## config.mk

```make
export PLATFORM = sky130hd
export DESIGN_NAME = salvo_launch_arbiter
export DESIGN_NICKNAME = d
export VERILOG_FILES = /design/src/rtl/salvo_launch_arbiter.sv
export SDC_FILE = /design/constraint.sdc
export NUM_CORES = 1
export LEC_CHECK = 0
export BUFFER_PORTS_ARGS = -buffer_cell sky130_fd_sc_hd__buf_2
export CORE_ASPECT_RATIO = 1.2
export CORE_MARGIN = 5
export CORE_UTILIZATION = 55
export CTS_CLUSTER_SIZE = 28
export DETAILED_ROUTE_END_ITERATION = 8
export PLACE_DENSITY = 0.93
export SLEW_MARGIN = 20
export SYNTH_ARGS = -nofsm -noshare
export SYNTH_HDL_FRONTEND = slang
export SYNTH_SLANG_ARGS = --single-unit
```

## constraint.sdc

```tcl
create_clock -name clk -period 4.29 [get_ports clk]
set_input_delay 0.858 -clock clk [delete_from_list [all_inputs] [get_ports clk]]
set_output_delay 0.858 -clock clk [all_outputs]
set_load 0.02 [all_outputs]
```

## src/rtl/salvo_launch_arbiter.sv

```systemverilog
// Launcher arbiter: grants one fire requester at a time and sequences its salvo to the WCU.
// Define SALVO_ARB_ROUND_ROBIN_EN for round-robin arbitration; fixed priority otherwise.
module salvo_launch_arbiter #(
    parameter int NUM_REQ     = 3,
    parameter int SALVO_W     = 3,
    parameter int GAP_CYCLES  = 4,
    parameter int ACK_TIMEOUT = 8
) (
    input  logic                       clk,
    input  logic                       rst,
    input  logic [NUM_REQ-1:0]         req,
    input  logic [NUM_REQ*SALVO_W-1:0] req_salvo,
    input  logic                       target_locked,
    input  logic [3:0]                 remaining_missiles,
    input  logic                       launch_missile,
    output logic                       fire_command,
    output logic [NUM_REQ-1:0]         grant,
    output logic                       done,
    output logic                       abort,
    output logic [SALVO_W-1:0]         fired_count,
    output logic [2:0]                 seq_state
);

    localparam logic [2:0] ST_IDLE  = 3'd0;
    localparam logic [2:0] ST_FIRE  = 3'd1;
    localparam logic [2:0] ST_GAP   = 3'd2;
    localparam logic [2:0] ST_DONE  = 3'd3;
    localparam logic [2:0] ST_ABORT = 3'd4;

    localparam int TMR_W = $clog2(ACK_TIMEOUT);
    localparam int GAP_W = $clog2(GAP_CYCLES + 1);
    localparam int IDX_W = (NUM_REQ > 1) ? $clog2(NUM_REQ) : 1;

    logic [2:0]         state, state_nxt;
    logic [SALVO_W-1:0] shots_left, shots_nxt;
    logic [SALVO_W-1:0] fired_nxt;
    logic [TMR_W-1:0]   ack_tmr, tmr_nxt;
    logic [GAP_W-1:0]   gap_cnt, gap_nxt;
    logic [NUM_REQ-1:0] grant_nxt;
    logic               win_found;
    logic [IDX_W-1:0]   win_idx;
    logic [SALVO_W-1:0] win_salvo;
    logic               owner_req;
    logic               mag_empty;
    logic               lock_unused;

    // Lock loss surfaces as a missing launch ack, so lock itself is only observed.
    assign lock_unused = target_locked;
    assign seq_state   = state;
    assign owner_req   = |(req & grant);
    assign mag_empty   = (remaining_missiles == 4'd0);

`ifdef SALVO_ARB_ROUND_ROBIN_EN
    logic [IDX_W-1:0] last_winner;
    logic [IDX_W-1:0] rr_idx;

    always_comb begin
        win_found = 1'b0;
        win_idx   = '0;
        rr_idx    = '0;
        for (int unsigned k = 0; k < NUM_REQ; k++) begin
            rr_idx = IDX_W'((32'(last_winner) + 1 + k) % NUM_REQ);
            if (!win_found && req[rr_idx]) begin
                win_found = 1'b1;
                win_idx   = rr_idx;
            end
        end
    end

    always_ff @(posedge clk) begin
        if (rst) begin
            last_winner <= IDX_W'(NUM_REQ - 1);
        end else if (state == ST_IDLE && state_nxt == ST_FIRE) begin
            last_winner <= win_idx;
        end
    end
`else
    always_comb begin
        win_found = 1'b0;
        win_idx   = '0;
        for (int unsigned k = 0; k < NUM_REQ; k++) begin
            if (!win_found && req[IDX_W'(k)]) begin
                win_found = 1'b1;
                win_idx   = IDX_W'(k);
            end
        end
    end
`endif

    always_comb begin
        win_salvo = '0;
        for (int unsigned k = 0; k < NUM_REQ; k++) begin
            if (IDX_W'(k) == win_idx) begin
                win_salvo = req_salvo[k*SALVO_W +: SALVO_W];
            end
        end
    end

    always_comb begin
        state_nxt = state;
        shots_nxt = shots_left;
        fired_nxt = fired_count;
        tmr_nxt   = ack_tmr;
        gap_nxt   = gap_cnt;
        grant_nxt = grant;
        case (state)
            ST_IDLE: begin
                if (win_found && !mag_empty) begin
                    state_nxt = ST_FIRE;
                    shots_nxt = (win_salvo == '0) ? SALVO_W'(1) : win_salvo;
                    fired_nxt = '0;
                    tmr_nxt   = '0;
                    grant_nxt = NUM_REQ'(1) << win_idx;
                end
            end
            ST_FIRE: begin
                // A launch is counted even when an abort wins the transition this cycle.
                if (launch_missile) begin
                    fired_nxt = fired_count + 1'b1;
                    shots_nxt = shots_left - 1'b1;
                end
                if (!owner_req || (mag_empty && shots_left != '0)) begin
                    state_nxt = ST_ABORT;
                end else if (launch_missile) begin
                    if (shots_left == SALVO_W'(1)) begin
                        state_nxt = ST_DONE;
                    end else begin
                        state_nxt = ST_GAP;
                        gap_nxt   = '0;
                    end
                end else if (ack_tmr == TMR_W'(ACK_TIMEOUT - 1)) begin
                    state_nxt = ST_ABORT;
                end else begin
                    tmr_nxt = ack_tmr + 1'b1;
                end
            end
            ST_GAP: begin
                if (!owner_req || (mag_empty && shots_left != '0)) begin
                    state_nxt = ST_ABORT;
                end else if (gap_cnt == GAP_W'(GAP_CYCLES)) begin
                    state_nxt = ST_FIRE;
                    tmr_nxt   = '0;
                end else begin
                    gap_nxt = gap_cnt + 1'b1;
                end
            end
            ST_DONE:  state_nxt = ST_IDLE;
            ST_ABORT: state_nxt = ST_IDLE;
            default:  state_nxt = ST_IDLE;
        endcase
        if (state_nxt != ST_FIRE && state_nxt != ST_GAP) begin
            grant_nxt = '0;
        end
    end

    always_ff @(posedge clk) begin
        if (rst) begin
            state        <= ST_IDLE;
            shots_left   <= '0;
            ack_tmr      <= '0;
            gap_cnt      <= '0;
            fire_command <= 1'b0;
            grant        <= '0;
            done         <= 1'b0;
            abort        <= 1'b0;
            fired_count  <= '0;
        end else begin
            state        <= state_nxt;
            shots_left   <= shots_nxt;
            ack_tmr      <= tmr_nxt;
            gap_cnt      <= gap_nxt;
            fire_command <= (state_nxt == ST_FIRE);
            grant        <= grant_nxt;
            done         <= (state_nxt == ST_DONE);
            abort        <= (state_nxt == ST_ABORT);
            fired_count  <= fired_nxt;
        end
    end

endmodule

```

# Yosys cells after proc, flatten, opt, wreduce, memory -nomap -nowiden
# Index checks and enable logic that the tools add are counted.
[word_totals]
regBits = 21
input_bits = 20
elab_cells = 95
[classes]
addsub = 4
eq_ne = 21
shifts = 1
muxes = 35
n_bitwise = 1
reduce_logical = 24
[op_table]
columns = ["cell", "count"]
rows = [
  ["3-bit 2-to-1 mux", 24],
  ["2-bit inequality test (second input constant)", 9],
  ["3-bit one-hot mux with 2 select lines", 3],
  ["3-bit one-hot mux with 3 select lines", 2],
  ["3-bit by 1-bit adder with 3-bit output (second input constant)", 3],
  ["3-bit by 1-bit equality test with 1-bit output (second input constant)", 3],
  ["3-bit equality test (second input constant)", 3],
  ["7-bit AND reduction", 1],
  ["3-bit by 2-bit equality test with 1-bit output (second input constant)", 2],
  ["3-bit zero test", 2],
  ["6-bit AND reduction", 1],
  ["3-bit nonzero test", 2],
  ["1-bit logical AND", 5],
  ["1-bit 2-to-1 mux", 5],
  ["1-bit zero test", 4],
  ["4-bit zero test", 1],
  ["2-bit nonzero test", 2],
  ["3-bit bitwise AND", 1],
  ["3-bit by 1-bit inequality test with 1-bit output (second input constant)", 1],
  ["3-bit by 2-bit inequality test with 1-bit output (second input constant)", 1],
  ["3-bit AND reduction", 1],
  ["3-bit OR reduction", 1],
  ["1-bit by 2-bit left shift with 3-bit output (first input constant)", 1],
  ["3-bit by 1-bit subtractor with 3-bit output (second input constant)", 1],
  ["7 further kinds", 7],
]

# Logic depth before layout (Yosys ltp)
# Gate-level depths: netlist of run 1.
[depth]
word_depth = 15
depth_mapped = 7

# Worst setup path before layout of run 1
# OpenSTA, ideal clock, no wires.
[synth_path]
kind = "input to register"
from = "input launch_missile"
to = "register ack_tmr[0]"
setup_time_ns = 0.072
arrival_time_ns = 2.120
required_ns = 4.218
slack_ns = 2.098
cell_stages = 6
cell_sequence = "buf_6 or4b_4 o221a_4 o21bai_4 a21boi_4 mux2i_1"
[synth_via]
elab_chain_len = 2
[synth_rtl]
columns = ["element", "line", "text"]
rows = [
  ["start, declared", "15", "input logic launch_missile,"],
  ["2-bit inequality test (no line)", "--", ""],
  ["7-bit AND reduction (no line)", "--", ""],
  ["end signal, assigned", "170", "ack_tmr <= tmr_nxt;"],
  ["end, declared", "37", "logic [TMR_W-1:0] ack_tmr, tmr_nxt;"],
]
# Every way passes these cells.
# A chain may end at the register's enable or synchronous reset.

# Final worst setup path of run 1
[layout_path]
from = "input remaining_missiles[1]"
to = "register fire_command"
[layout_via]
elab_chain_len = 6
elab_cells_between_ends = 10
cone_classes = "1 x eq/ne; 4 x mux; 5 x reduce/logical"
[layout_rtl]
columns = ["element", "line", "text"]
rows = [
  ["start, declared", "14", "input logic [3:0] remaining_missiles,"],
  ["4-bit zero test *", "51", "assign mag_empty = (remaining_missiles == 4'd0);"],
  ["1-bit logical AND / 1-bit zero test (equally long branches)", "122, 138, 108", ""],
  ["1-bit logical OR / 1-bit logical AND (equally long branches)", "122, 138, 108", ""],
  ["3-bit 2-to-1 mux, on equally long branches", "138, 108, 122", ""],
  ["3-bit one-hot mux with 3 select lines *", "106", "case (state)"],
  ["3-bit by 1-bit equality test with 1-bit output *", "172", "fire_command <= (state_nxt == ST_FIRE);"],
  ["end signal, assigned", "172", ""],
  ["end, declared", "16", "output logic fire_command,"],
]
# Mark *: on every way between the ends. The rest lies on a longest branch, timed or not.

==> summary.md, run 1 <==
| Metric | Value |
|---|---|
| Outcome | completed |
| Cts hold-fix bufs | 0 |
| Fraction of layout cells with a size suffix above 1 | 0.259 |
| Setup_tns | 0 ns |
| Hpwl dp | roughly 2400 um |
| Die W | 53.0 um |
| First-pass GRT wire length | between 4000 and 5000 um |
| Crit. End Element | flop |
| MaxCap Viol Count | 0 |
| Routed WL per cell | approximately 15 um |
| Core area | 2090 um^2 |
| Total Wirelength | a little under 3000 um |
| Drt via density | 5.71 |
| DRC violations left | 0 |
| Clock latency on the worst-skew pair | 0.30 ns |
| Power per Cell Area | 387 nW/um^2 |
| Final Core Density | 0.675 |
| Seq/Total Area, Yosys | 0.344 |
| WP data required | 4.49 ns |
| XOR/XNOR Fraction of Synth Area | 0.00717 |
| Hold Startpoint | shots_left[1] |
| Placer Congestion | 0.851 |
| Slew Limit Fails | 0 |
| TritonCTS clock tree | yes |
| Simple-gate area share of the yosys netlist | 0.265 |
| Final nets | slightly below 200 |
| CP startpoint kind | input pin |
| Highest net fanout along the worst path | 5 |
| Worst Path Class, Setup | input pin to flop |
| Clock Tree Root | clkbuf_4 |
| Ports | 32 |
| Fmax | 0.474 GHz |
| Die ar. | 3270 um^2 |
| Ant. Diodes | 0 |
| Filler instances | 182 |
| CTS HTree Levels | 1 |
| Tcrit/Tclk final | 0.491 |
| Clock Tree Buf Depth | 2 |
| Synthesis Warnings | 0 |
| Largest family of logic cells by synthesized area | simple AND/OR/NAND/NOR gates |
| Crit path from | remaining_missiles[1] |
| Number of global-route vias before repair | 1081 |
| Total CTS buffers | 3 |
| Maximum VDD drop | 0.000315 V |
| Row Count | 18 |
| Leak pwr | between 0.6 and 0.7 nW |
| Initial Util | 0.583 |
| Worst Reg2Reg Path Length in Cells | 7 |
| Hold Crit Class | flop to flop |
| Netlist cell types | 42 |
| Mux cell area share after synthesis | 0.0246 |
| 1st-iter DRT viols | 61 |
| DR pass1 iterations | 4 |
| Resize count post-CTS | 0 |
| Leading cell type in the layout, fill and taps excluded | buf_2 |
| Most frequent cells in the layout | buf_2, dfxtp_1, nand2_1 |
| P&R area growth vs syn | 15.8% |
| Sinks on Clock Net | 21 |
| Slew Limit Headroom | 0.692 |
| Hold depth | 2 |
| Total number of vias | 1141 |
| Reg clk slew, reported paths | about 0.12 ns |
| IO buf count | 30 |
| Avg Inst Size Synth | ~8.7 um^2 |
| Netlist Area Pre-Place | 1220 um^2 |
| Synth Area in Adders | 0.0820 |
| Antenna violations before repair | 0 |
| Setup Viol. Count Final | 0 |
| Final hold violation count | 0 |
| Top_reg_cell synth | dfxtp_1 |
| Asr flop ratio synth | 0 |
| Tightest Pin Transition | about 0.46 ns |
| Worst reg2reg path startpoint | ack_tmr[0] |
| Post-Synthesis Cells | 140 |
| Syn Nets | 168 |
| Largest net degree at the start of global routing | 16 |
| Post-route ant nets | 0 |
| Post-CTS Setup Bufs | 0 |
| Multi-input logic area | 748 um^2 |
| Data arrival, critical path | 2.31 ns |
| Gr ovfl total | 0 |
| Die height | 61.6 um |
| Register area | 420 um^2 |
| Final critical-path required period | 2.11 ns |
| Post-synthesis compound-gate area fraction | 0.234 |
| Gr usage total | 0.198 |
| Worst Skew | 0.00705 ns |
| Post-synth EDFFs | 0 |
| RSZ-0062 raised after global routing | no |
| Seq cells post-synth | 21 |
==> path summary, 6_finish.rpt <==
kind	endpoint	slack, ns
max	fire_command	2.18
min	shots_left[1]	0.46
max reg2reg	ack_tmr[0]	2.24
min reg2reg	shots_left[1]	0.46
==> critical path, stage by stage <==
cell	delay, ns
buf_2	0.10
or4_4	0.54
o21bai_2	0.23
o21ai_1	0.17
nand2_1	0.21
and2b_1	0.20
==> per-stage QoR <==
| step | cells | cell area [um^2] | power, mW | hold WS (ns) | setup WS [ns] |
|---|---|---|---|---|---|
| finish | 200 | 1410 | 0.547 | 0.463 | 2.18 |
| global route | 200 | 1410 | 0.588 | 0.500 | 2.12 |
| CTS | 200 | 1410 | 0.553 | 0.468 | 2.21 |
| detailed placement | 196 | 1390 | 0.457 | 0.450 | 1.88 |
| global placement | 196 | 1390 | 0.445 | 0.446 | 1.89 |
| floorplan | 140 | 1220 | 0.401 | 0.432 | 2.10 |
==> logic make-up after synthesis <==
logic type	count (synthesis)
AOI/OAI and AO/OA	37
muxes	3
xor gates and xnor gates	1
and+or+nand+nor	59
DFF	21
buffers and inverters	11
adders and majority gates	8
==> metal layers <==
| metal | GRT usage | vias to the layer above | part of all wire |
|---|---|---|---|
| li1 | - | 565 | - |
| met1 | 0.225 | 530 | 0.39 |
| met2 | 0.360 | 40 | 0.55 |
| met3 | 0.0266 | 6 | 0.044 |
| met4 | 0.0985 | 0 | 0.019 |
| met5 | 0 | - | 0 |
==> power by group <==
part	switching (mW)	internal [mW]
logic	0.119	0.0960
clock network	0.0587	0.0347
registers	0.0211	0.217
total	0.199	0.348
==> synthesized netlist by cell type (2+ instances only) <==
cell type | number | area, um^2
ha_1 | 8 | 100
mux2i_1 | 3 | 30.0
o21ai_1 | 2 | 10.0
a22oi_1 | 4 | 30.0
dfxtp_1 | 21 | 420
nor2_1 | 8 | 30.0
o211ai_1 | 2 | 15.0
nor2b_1 | 7 | 43.8
inv_1 | 6 | 22.5
buf_2 | 3 | 15.0
nor3b_1 | 2 | 15.0
nand2_1 | 17 | 63.8
nor3_1 | 6 | 30.0
nand2b_1 | 4 | 25.0
a21oi_1 | 12 | 60.1
o31ai_1 | 2 | 15.0
o21ai_0 | 2 | 10.0
nand3_1 | 7 | 35.0
==> state kept, by name (all words and copies together) (netlist names) <==
register,cells
gap_cnt,3
shots_left,3
seq_state,3
done,1
ack_tmr,3
fire_command,1
grant,3
abort,1
fired_count,3
==> layout make-up <==
type                    instances  area share
clock inverters                 1     0.00354
clock buffers                   3      0.0159
well taps                      30      0.0265
multi-input cells             108       0.529
flip-flops and latches         21       0.297
inverters                       6      0.0159
repair buffers                 31       0.112
Power figures use the tool's default switching activity.
==> run 2, diff against run 1 <==
--- a/config.mk
+++ b/config.mk
@@ -8,10 +8,10 @@
 export BUFFER_PORTS_ARGS = -buffer_cell sky130_fd_sc_hd__buf_2
 export CORE_ASPECT_RATIO = 1.2
 export CORE_MARGIN = 5
-export CORE_UTILIZATION = 55
+export CORE_UTILIZATION = 51
 export CTS_CLUSTER_SIZE = 28
 export DETAILED_ROUTE_END_ITERATION = 8
-export PLACE_DENSITY = 0.93
+export PLACE_DENSITY = 0.88
 export SLEW_MARGIN = 20
 export SYNTH_ARGS = -nofsm -noshare
 export SYNTH_HDL_FRONTEND = slang
==> constraint.sdc (replaced) <==
create_clock -name clk -period 2 [get_ports clk]
set_input_delay 0.4 -clock clk [delete_from_list [all_inputs] [get_ports clk]]
set_output_delay 0.4 -clock clk [all_outputs]
set_load 0.02 [all_outputs]
==> summary.md, run 2 (synthesis results as in run 1) <==
| Metric | Value |
|---|---|
| Die height | 63.6 um (+3.2%) |
| Most frequent cells in the layout | buf_2, dfxtp_1, nand2_1 |
| Slew Limit Headroom | 0.634 (-0.0581) |
| DR pass1 iterations | 4 (unchanged) |
| Filler instances | 203 (+12%) |
| Worst Skew | 0.00412 ns (-0.00293 ns) |
| Setup_tns | 0 ns (unchanged) |
| Final Non-Filler Cells | 203 (+1.5%) |
| IO buf count | 30 (unchanged) |
| Largest net degree at the start of global routing | 16 (unchanged) |
| Fin worst setup slack | 0.0249 ns (-2.16 ns) |
| Drt via density | 5.54 (-2.9%) |
| Clock latency on the worst-skew pair | 0.31 ns (about the same) |
| Placed cell count | 198 (+1.0%) |
| Number of global-route vias before repair | 1166 (+7.9%) |
| Fmax | 0.506 GHz |
| Core area | 2280 um^2 (+9.0%) |
| Hold Worst Slack | 0.413 ns (-0.0507 ns) |
| P&R area growth vs syn | 19.6% |
| Final critical-path required period | between 1.5 and 2 ns |
| Hpwl dp | 2200 um (-8.0%) |
| Slew Limit Fails | 0 (unchanged) |
| Tcrit/Tclk final | 0.988 |
| Post-route ant nets | 0 (unchanged) |
| Initial Util | 0.535 (-0.0479) |
| Total Power | 1.19 mW (+120%) |
| Leak pwr | 0.621 nW (+0.77%) |
| RSZ-0062 raised after global routing | yes |
| Final nets | 201 (+1.0%) |
| Setup Viol. Count Final | 0 (unchanged) |
| Total CTS buffers | 3 (unchanged) |
| DRC violations left | 0 (unchanged) |
| Cell Area, Placed | 1400 um^2 (+0.63%) |
| Clock Tree Root | clkbuf_4 |
| Die W | 54.7 um (+3.1%) |
| Hold Crit Class | input pin to flop |
| Post-placement setup slack | -0.0138 ns (-1.89 ns) |
| Row Count | 19 (+1) |
| Outcome | completed |
| Data arrival, critical path | 2.20 ns (-0.11 ns) |
| Placer Congestion | 0.837 (-1.7%) |
| Total number of vias | 1124 (-1.5%) |
| 1st-iter DRT viols | 22 (-64%) |
| Fraction of layout cells with a size suffix above 1 | 0.291 (+0.0319) |
| Die ar. | 3480 um^2 (+6.5%) |
| MaxCap Viol Count | 0 (unchanged) |
| Tightest Pin Transition | 0.548 ns (+0.0872 ns) |
| Leading cell type in the layout, fill and taps excluded | buf_2 |
| Crit. End Element | flop |
| Worst Path Class, Setup | flop to flop |
| Fin area | 1460 um^2 (+3.3%) |
| Total Wirelength | 2790 um (-5.3%) |
| Final hold violation count | 0 (unchanged) |
| CTS HTree Levels | 1 (unchanged) |
| Gr usage total | 0.189 (-0.00875) |
| Reg clk slew, reported paths | 0.11 ns (about the same) |
| Clock Tree Buf Depth | 2 (unchanged) |
| Power per Cell Area | 816 nW/um^2 (+110%) |
| Ant. Diodes | 0 (unchanged) |
| Routed WL per cell | 13.7 um (-6.7%) |
| Cts hold-fix bufs | 0 (unchanged) |
| Antenna violations before repair | 0 (unchanged) |
| TritonCTS clock tree | yes |
| Maximum VDD drop | 0.000611 V (+94%) |
| WP data required | 2.23 ns (-2.26 ns) |
| Highest net fanout along the worst path | 4 (-1) |
| Sinks on Clock Net | 21 (unchanged) |
| Final Core Density | 0.640 (-0.0352) |
| Gr ovfl total | 0 (unchanged) |
| Ports | 32 (unchanged) |
| CP startpoint kind | flop |
| First-pass GRT wire length | 4890 um (+3.1%) |
==> run 2: changes by cell type in the layout (fill, tap and decap cells not counted) <==
cell     change
buf_4        +2
dfxtp_1      -2
dfxtp_2      +1
dfxtp_4      +1
ha_1         -2
ha_4         +2
==> run 2: worst paths after layout <==
path | slack [ns] | to | cells after the start | from
worst min register to register | 0.47 | shots_left[1] | 2 | shots_left[1]
worst max register to register | 0.02 | ack_tmr[0] | 7 | ack_tmr[0]
worst min-delay path | 0.41 | grant[2] | 3 | req[2]
worst max-delay path | 0.02 | ack_tmr[0] | 7 | ack_tmr[0]
==> run 2: per-layer routing <==
metal	up-vias	share of wire	global-route usage
met5	-	0	0
met3	4	0.051	0.0283
met1	520	0.40	0.201
met2	29	0.53	0.339
li1	571	-	-
met4	0	0.018	0.0903
==> run 2: final cells by class <==
type / count / area (um^2) / share of cell area
timing repair buffer: 33 / 173 / 0.118
sequential: 21 / 425 / 0.291
clock buffer: 3 / 22.5 / 0.0154
multi-input combinational: 108 / 773 / 0.530
inverter: 6 / 22.5 / 0.0154
tap: 31 / 38.8 / 0.0266
clock inverter: 1 / 5.00 / 0.00343
==> run 2: report_power, final <==
| group | switching, mW | total [mW] | internal [mW] |
|---|---|---|---|
| registers | 0.0488 | 0.515 | 0.467 |
| clock network | 0.131 | 0.206 | 0.0747 |
| logic | 0.252 | 0.471 | 0.219 |
==> run 2: worst max-delay path, stage by stage, from the launching register on <==
cell	delay (ns)
dfxtp_4	0.38
ha_4	0.16
ha_4	0.16
or4b_4	0.48
o221a_4	0.14
o21bai_4	0.12
a21boi_4	0.25
mux2i_1	0.22
==> run 2: repair_timing <==
action,4_1_cts,5_1_grt
setup buffers,1,0
resized for setup,5,2
pin swaps,1,2
endpoints found under the setup margin,2,3
==> run 3, diff against run 2 <==
--- a/config.mk
+++ b/config.mk
@@ -12,6 +12,7 @@
 export CTS_CLUSTER_SIZE = 28
 export DETAILED_ROUTE_END_ITERATION = 8
 export PLACE_DENSITY = 0.88
+export REMOVE_ABC_BUFFERS = 1
 export SLEW_MARGIN = 20
 export SYNTH_ARGS = -nofsm -noshare
 export SYNTH_HDL_FRONTEND = slang
==> summary.md, run 3 (synthesis results as in run 1) <==
| Metric | Value |
|---|---|
| Gr ovfl total | 0 (unchanged) |
| Ports | 32 (unchanged) |
| Slew Limit Fails | 0 (unchanged) |
| Fin area | 1500 um^2 (+3.0%) |
| CP startpoint kind | flop |
| Clock Tree Root | clkbuf_4 |
| Fmax | 0.506 GHz (about the same) |
| P&R area growth vs syn | 23.2% |
| Worst Skew | 0.000941 ns (-0.00318 ns) |
| Hold depth | 3 (unchanged) |
| IO buf count | 30 (unchanged) |
| Drt via density | 5.72 (+3.4%) |
| Sinks on Clock Net | 21 (unchanged) |
| Final nets | 207 (+3.0%) |
| First-pass GRT wire length | 5310 um (+8.5%) |
| Highest net fanout along the worst path | 4 (unchanged) |
| CP max stage cell | or4b_4 |
| Tcrit/Tclk final | 0.988 (about the same) |
| Placer Congestion | 0.986 (+18%) |
| Cell Area, Placed | 1420 um^2 (+1.6%) |
| TritonCTS clock tree | yes |
| Cts hold-fix bufs | 0 (unchanged) |
| Leading cell type in the layout, fill and taps excluded | buf_2 |
| Initial Util | 0.535 (unchanged) |
| Worst Reg2Reg Path Length in Cells | 7 (unchanged) |
| Slew Limit Headroom | 0.697 (+0.0627) |
| Clock Tree Buf Depth | 2 (unchanged) |
| Clock latency on the worst-skew pair | 0.30 ns (about the same) |
| Largest net degree at the start of global routing | 16 (unchanged) |
| Total CTS buffers | 3 (unchanged) |
| Sw Pwr | 0.451 mW (+4.5%) |
| Sequential share of power | 0.408 (-0.025) |
| Internal power | 0.790 mW (+3.9%) |
| CTS HTree Levels | 1 (unchanged) |
| Ant. Diodes | 0 (unchanged) |
| Sw frac | 0.364 (+0.00142) |
| Crit path cell chain | ha_4 -> ha_4 -> or4b_4 -> o221a_4 -> o21bai_4 -> a21boi_4 -> mux2i_1 |
| Fraction of layout cells with a size suffix above 1 | 0.309 (+0.0183) |
| Crit. End Element | flop |
| 1st-iter DRT viols | 49 (+120%) |
| Stages on the worst setup path | 7 (unchanged) |
| Reg clk slew, reported paths | 0.11 ns (about the same) |
| Final critical-path required period | 1.98 ns (+0.00102 ns) |
| Core area | 2280 um^2 (unchanged) |
| Die W | 54.7 um (unchanged) |
| Total Wirelength | 3170 um (+14%) |
| DRC violations left | 0 (unchanged) |
| Family with the most delay on the worst path | compound AO/OA/AOI/OAI gates |
| Die ar. | 3480 um^2 (unchanged) |
| Clock power share | 0.165 (-0.008) |
| Worst reg2reg path startpoint | ack_tmr[0] |
| Total number of vias | 1196 (+6.4%) |
| WP data required | 2.23 ns (about the same) |
| Data arrival, critical path | 2.21 ns (about the same) |
| Outcome | completed |
| DR pass1 iterations | 4 (unchanged) |
| Antenna violations before repair | 0 (unchanged) |
| Crit path from | ack_tmr[0] |
| Worst Path Class, Setup | flop to flop |
| Reg2reg setup slack | 0.02 ns (about the same) |
| Die height | 63.6 um (unchanged) |
| CP Capture Point | ack_tmr[1] |
| Logic pwr share | 0.427 (+0.032) |
| Buffers plus inverters on the worst setup path | 0 (unchanged) |
| Hold Crit Class | input pin to flop |
| Number of global-route vias before repair | 1247 (+6.9%) |
| Row Count | 19 (unchanged) |
| Power per Cell Area | 825 nW/um^2 (+1.1%) |
| Critical Path Most Common Cell | ha_4 |
| MaxCap Viol Count | 0 (unchanged) |
| Filler instances | 192 (-5.4%) |
| Fin worst setup slack | 0.0239 ns (-0.00102 ns) |
| Gr usage total | 0.199 (+0.0105) |
| Routed WL per cell | 15.2 um (+10%) |
| Worst R2R End | ack_tmr[1] |
| RSZ-0062 raised after global routing | yes |
| Maximum VDD drop | 0.000634 V (+3.7%) |
| Most frequent cells in the layout | buf_2, dfxtp_1, nand2_1 |
| Tightest Pin Transition | 0.454 ns (-0.0940 ns) |
| Leak pwr | 0.649 nW (+4.4%) |
| Worst path max stage delay | 0.48 ns (about the same) |
| Post-route ant nets | 0 (unchanged) |
| Post-placement setup slack | -0.0420 ns (-0.0283 ns) |
| Final hold violation count | 0 (unchanged) |
| Hpwl dp | 2380 um (+8.3%) |
| Setup Viol. Count Final | 0 (unchanged) |
-- run 3: final cells by class --
cell class	count	area (um^2)	share of cell area
Tap cell	31	38.8	0.0258
Timing Repair Buffer	39	218	0.145
Clock buffer	4	26.3	0.0175
Inverter	6	22.5	0.0150
Sequential cell	21	425	0.283
Multi-Input combinational cell	108	773	0.514
-- run 3: worst min path at each step --
stage                   from            end
2_1_floorplan  shots_left[1]  shots_left[1]
3_3_place_gp      ack_tmr[1]     ack_tmr[1]
3_5_place_dp        grant[0]       grant[0]
4_1_cts               req[0]       grant[0]
5_1_grt               req[0]       grant[0]
6_report              req[0]       grant[0]
-- run 3: timing repair --
action | 4_1_cts | 5_1_grt
setup buffers | 1 | 3
setup endpoints to repair | 3 | 3
resized for setup | 5 | 2
pin swaps | 1 | 2
-- run 3: stage by stage --
step | std cells | hold WS, ns | util | TNS (ns) | power, mW
2_1_floorplan | 135 | 0.426 | - | 0 | 0.845
3_3_place_gp | 201 | 0.446 | 0.621 | 0 | 0.975
3_5_place_dp | 201 | 0.464 | 0.621 | -0.0598 | 1.00
4_1_cts | 206 | 0.409 | 0.647 | 0 | 1.22
5_1_grt | 209 | 0.418 | 0.659 | -0.0709 | 1.32
6_report | 209 | 0.416 | 0.659 | 0 | 1.24
-- run 3: metal layers --
metal	track usage	routed length (um)
met5	0	0
met4	0.106	106
met3	0.0212	123
met2	0.337	1720
met1	0.233	1220
-- run 3: power groups by stage --
stage | registers [mW] | clock network [mW] | logic [mW]
global placement | 0.509 | 0 | 0.466
global route | 0.514 | 0.223 | 0.585
CTS | 0.505 | 0.206 | 0.508
finish | 0.506 | 0.204 | 0.530
detailed placement | 0.512 | 0 | 0.492
floorplan | 0.543 | 0 | 0.302
-- run 3: worst min-delay path, delay by kind of cell --
| kind | cells | cell delay [ns] |
|---|---|---|
| buffers and inverters | 1 | 0.15 |
| and+or+nand+nor | 1 | 0.08 |
| AOI/OAI and AO/OA | 1 | 0.06 |
